<file path="src/rtl/char_draw_controller.sv">
// Sequences one 5x5 glyph draw: CLEAR, LOAD, PIXELS DRAW cycles, DONE; plot trails enable_counter by one.
// Accept-to-done is 28 cycles at PIXELS=25; ready drops while busy and requests are not queued.
module char_draw_controller #(
   parameter int PIXELS = 25
) (
   input  logic       clk,
   input  logic       rst_n,
   input  logic       req,
   output logic       ready,
   input  logic [7:0] address_in,
   input  logic [8:0] x_pos,
   input  logic [8:0] y_pos,
   input  logic       abort,
   output logic [7:0] address,
   output logic [8:0] x_input,
   output logic [8:0] y_input,
   output logic       reset_counter,
   output logic       ld_value,
   output logic       ld_colour,
   output logic       enable_counter,
   output logic       next_colour,
   output logic       plot,
   output logic       busy,
   output logic       done
);

   typedef enum logic [2:0] {IDLE, CLEAR, LOAD, DRAW, DONE} state_t;

   localparam logic [4:0] LAST_PIX = 5'(PIXELS - 1);

   state_t     state, state_nxt;
   logic [4:0] pix_cnt, pix_cnt_nxt;
   logic       plot_q;
   logic       accept;

   // ready is held low during reset so nothing can be accepted on release
   assign ready  = rst_n & (state == IDLE) & ~abort;
   assign accept = req & ready;

   always_comb begin
      state_nxt   = state;
      pix_cnt_nxt = pix_cnt;
      case (state)
         IDLE:  if (accept) state_nxt = CLEAR;
         CLEAR: state_nxt = LOAD;
         LOAD: begin
            state_nxt   = DRAW;
            pix_cnt_nxt = '0;
         end
         DRAW: begin
            if (pix_cnt == LAST_PIX) begin
               state_nxt   = DONE;
               pix_cnt_nxt = '0;
            end else begin
               pix_cnt_nxt = pix_cnt + 5'd1;
            end
         end
         DONE:    state_nxt = IDLE;
         default: state_nxt = IDLE;
      endcase
      if (abort && (state != IDLE)) begin
         state_nxt   = IDLE;
         pix_cnt_nxt = '0;
      end
   end

   always_ff @(posedge clk or negedge rst_n) begin
      if (!rst_n) begin
         state   <= IDLE;
         pix_cnt <= '0;
         plot_q  <= 1'b0;
         address <= '0;
         x_input <= '0;
         y_input <= '0;
      end else begin
         state   <= state_nxt;
         pix_cnt <= pix_cnt_nxt;
         // an aborted DRAW cycle must not leave a plot behind in the IDLE cycle
         plot_q  <= (state == DRAW) & ~abort;
         if (accept) begin
            address <= address_in;
            x_input <= x_pos;
            y_input <= y_pos;
         end
      end
   end

   assign reset_counter  = (state == CLEAR);
   assign ld_value       = (state == LOAD);
   assign ld_colour      = (state == LOAD);
   assign enable_counter = (state == DRAW);
   assign next_colour    = (state == DRAW);
   assign plot           = plot_q;
   assign busy           = (state != IDLE);
   assign done           = (state == DONE);

endmodule

</file>
<file path="config.mk">
export PLATFORM = sky130hd
export DESIGN_NAME = char_draw_controller
export DESIGN_NICKNAME = d
export VERILOG_FILES = /design/src/rtl/char_draw_controller.sv
export SDC_FILE = /design/constraint.sdc
export NUM_CORES = 1
export LEC_CHECK = 0
export ABC_AREA = 1
export BUFFER_PORTS_ARGS = -buffer_cell sky130_fd_sc_hd__buf_4
export CELL_PAD_IN_SITES_DETAIL_PLACEMENT = 0
export CELL_PAD_IN_SITES_GLOBAL_PLACEMENT = 1
export CORE_UTILIZATION = 36
export DETAILED_ROUTE_END_ITERATION = 7
export GPL_ROUTABILITY_DRIVEN = 0
export MAX_ROUTING_LAYER = met4
export PLACE_DENSITY = 0.81
export SLEW_MARGIN = 20
export SYNTH_ARGS = -nofsm -noshare
export SYNTH_HDL_FRONTEND = slang
export SYNTH_SLANG_ARGS = --single-unit
</file>
<file path="constraint.sdc">
create_clock -name clk -period 2.5 [get_ports clk]
set_input_delay 0.125 -clock clk [delete_from_list [all_inputs] [get_ports clk]]
set_output_delay 0.125 -clock clk [all_outputs]
set_load 0.005 [all_outputs]
</file>
==> impl_metrics.ini <==
[setup_path]
cp-end-kind = primary output
cp_cell_sequence = nor2_4 > nand2_2 > nor3_4 > buf_4 > buf_4
worst-endpoint-arrival_ns = 1.69
critPathRequiredTime_ns = 2.38
crit_buf_inv = 2
critical-path-top-cell-by-count = buf_4
kind_of_cell_adding_the_most_delay_to_the_critical_path = simple AND/OR/NAND/NOR gates
critical_path_class = reg -> out
path_max_fanout = 10
timing.reg2reg.worst_path_depth = 6
crit_cells = 5
cp_slowest_cell = dfrtp_1
largest_stage_delay_on_the_critical_path_ns = 0.44
worstSetupStartpointType = flop

[floorplan]
io-pin-count = 65
floorplan.initialDensity = 0.388
dieArea_um2 = 4710
die-width_um = 68.6
row_count = 23
floorplan.core_area_um2 = 4120
die_y_um = 68.6

[placement]
placed_cell_area_um2 = 2090
half_perimeter_wire_length_of_the_detailed_placement_result_um = 2690
place.port_buffers = 64
placedCellCount = 295

[clocking]
postCtsResizedCells = 0
clock_path_buffers = 2
cts_max_level = 2
clk_transition_reported_paths_ns = 0.07
holdBufCountCts = 1
cts_tree = done
numCtsBuffers = 5
post_cts_buffers = 0
insertion_delay_ns = 0.29
clk_root_buffer_cell = clkbuf_8
cts.sinks = 35

[final_layout]
post_route_cells_drive_above_1_share = 0.315
finish.net_count = 285
postLayoutCellArea_um2 = 2190
areaGrowthSynthToFinish_pct = 37.1
most-common-layout-cells = nand2_1 (71), buf_4 (67), dfrtp_1 (35)
antenna_cells = 0
layout.cells.most_common = nand2_1
layout.cells.non_filler = 304

[timing]
max_slew_margin = 0.691
timing_hold_violations_final = 0
fin_tns_setup_ns = 0
timing.fmax_mhz = 551
report.final.slew_viol_count = 0
final-setup-viol-count = 0
grt_setup_unrepaired = false
fin_worst_skew_ns = 0.00806
timing.final.crit_share = 0.726
worstMarginPinSlew_ns = 0.464
period_minus_slack_ns = 1.82

[power_and_ir_drop]
p_per_area_nw_per_um2 = 992
irDropWorstVdd_v = 0.000431
static-leakage-power_nw = 1.25
report.power.total_mw = 2.17

[yosys]
yosys_warnings = 0
post-synth-top-area-fraction = 0.549
synth.top_cells.by_area = dfrtp_1 (55%), nand2_1 (17%), nand3_1 (10%)
synthesis.area_per_instance_um2 = 8.49
seq_area_frac_synth = 0.549
syn_inst = 188
postSynthNetCount = 220
mappedNetlistArea_um2 = 1600
synth_cell_type_count = 22
synth_top_area_cell = dfrtp_1
synth_seq_cells = 35

[drt]
via_per_inst = 4.68
drt_wl_total_um = 3760
drt_iter0_drc = 77
antenna_left = 0
drt_pass1_iterations = 4
remaining_drc_errors = 0
route.detailed.wl_per_inst_um = 12.4
routed-via-count = 1424

[global_routing]
first_global_vias = 1314
grtUsageTotal = 0.178
antenna_found_initial = 0
grt_overflow_total = 0
first_pass_grt_wire_length_um = 5880
largest_net_degree_at_the_start_of_global_routing = 38

[worst_hold_path]
holdCritPathClass = in -> reg
hold_path_depth = 3

[outcome]
result_of_the_run = completed

[run]
cap_viol_max_count = 0
==> tightest hold or removal path: stages <==
cell and delay, ns:
buf_4 0.08, nand3_1 0.06, nand2_1 0.06
==> area by class of cell <==
cell class | count | area, um^2
fillers | 407 | 1930
flip-flops and latches | 35 | 876
multi-input cells | 127 | 593
repair buffers | 68 | 513
clock buffers | 6 | 72.6
well taps | 50 | 62.6
inverters | 16 | 60.1
clock inverters | 2 | 12.5
==> final timing paths <==
| path | startpoint | end | slack, ns |
|---|---|---|---|
| max | state[0] | ready | 0.68 |
| min | y_pos[5] | y_input[5] | 0.07 |
| max reg2reg | state[0] | x_input[7] | 0.88 |
| min reg2reg | x_input[4] | x_input[4] | 0.47 |
| max in group asynchronous | rst_n | x_input[6] | 1.74 |
| min in group asynchronous | rst_n | x_input[4] | 0.43 |
==> synthesized netlist by cell type, drive strengths merged <==
cell	count
xor2	1
nor3	2
buf	6
nand2	73
nand4	4
inv	16
o211ai	1
a21oi	1
nor2	6
nand3	32
ha	2
dfrtp	35
a31oi	1
clkbuf	4
o21ai	4
==> cell families (layout without fill, tap and decap cells) <==
family,after synthesis,after routing,synth area share
and+or+nand+nor,117,117,0.326
DFF,35,35,0.549
buffers and inverters,26,92,0.0799
AOI/OAI and AO/OA,7,7,0.0243
adders and majority gates,2,2,0.0157
xor gates and xnor gates,1,1,0.00549
==> through the flow <==
stage	util	hold slack [ns]	setup slack, ns
final	0.532	0.0654	0.684
after CTS	0.532	0.0584	0.661
after detailed placement	0.509	0.221	0.861
after global placement	0.509	0.218	0.925
after floorplan	-	-0.171	1.09
after global routing	0.532	0.0609	0.586
==> report_power, final <==
group | internal, mW | switching (mW) | leakage (nW)
sequential | 0.787 | 0.138 | 0.447
clock | 0.194 | 0.200 | 0.0412
combinational | 0.451 | 0.403 | 0.764
total | 1.43 | 0.740 | 1.25
==> sequential cells by signal, indices dropped and copies added (netlist names) <==
signal and flops:
address 8, pix_cnt 5, plot 1, state 3, x_input 9, y_input 9
==> routing by layer <==
metal / up-vias / routed length, um / track usage / part of all wire
li1: 729 / - / - / -
met1: 650 / 1690 / 0.219 / 0.45
met2: 40 / 1770 / 0.283 / 0.47
met3: 5 / 242 / 0.0461 / 0.064
met4: 0 / 54 / 0.0625 / 0.014
met5: - / 0 / - / 0
Note: power is estimated with default switching activity, not from simulation.
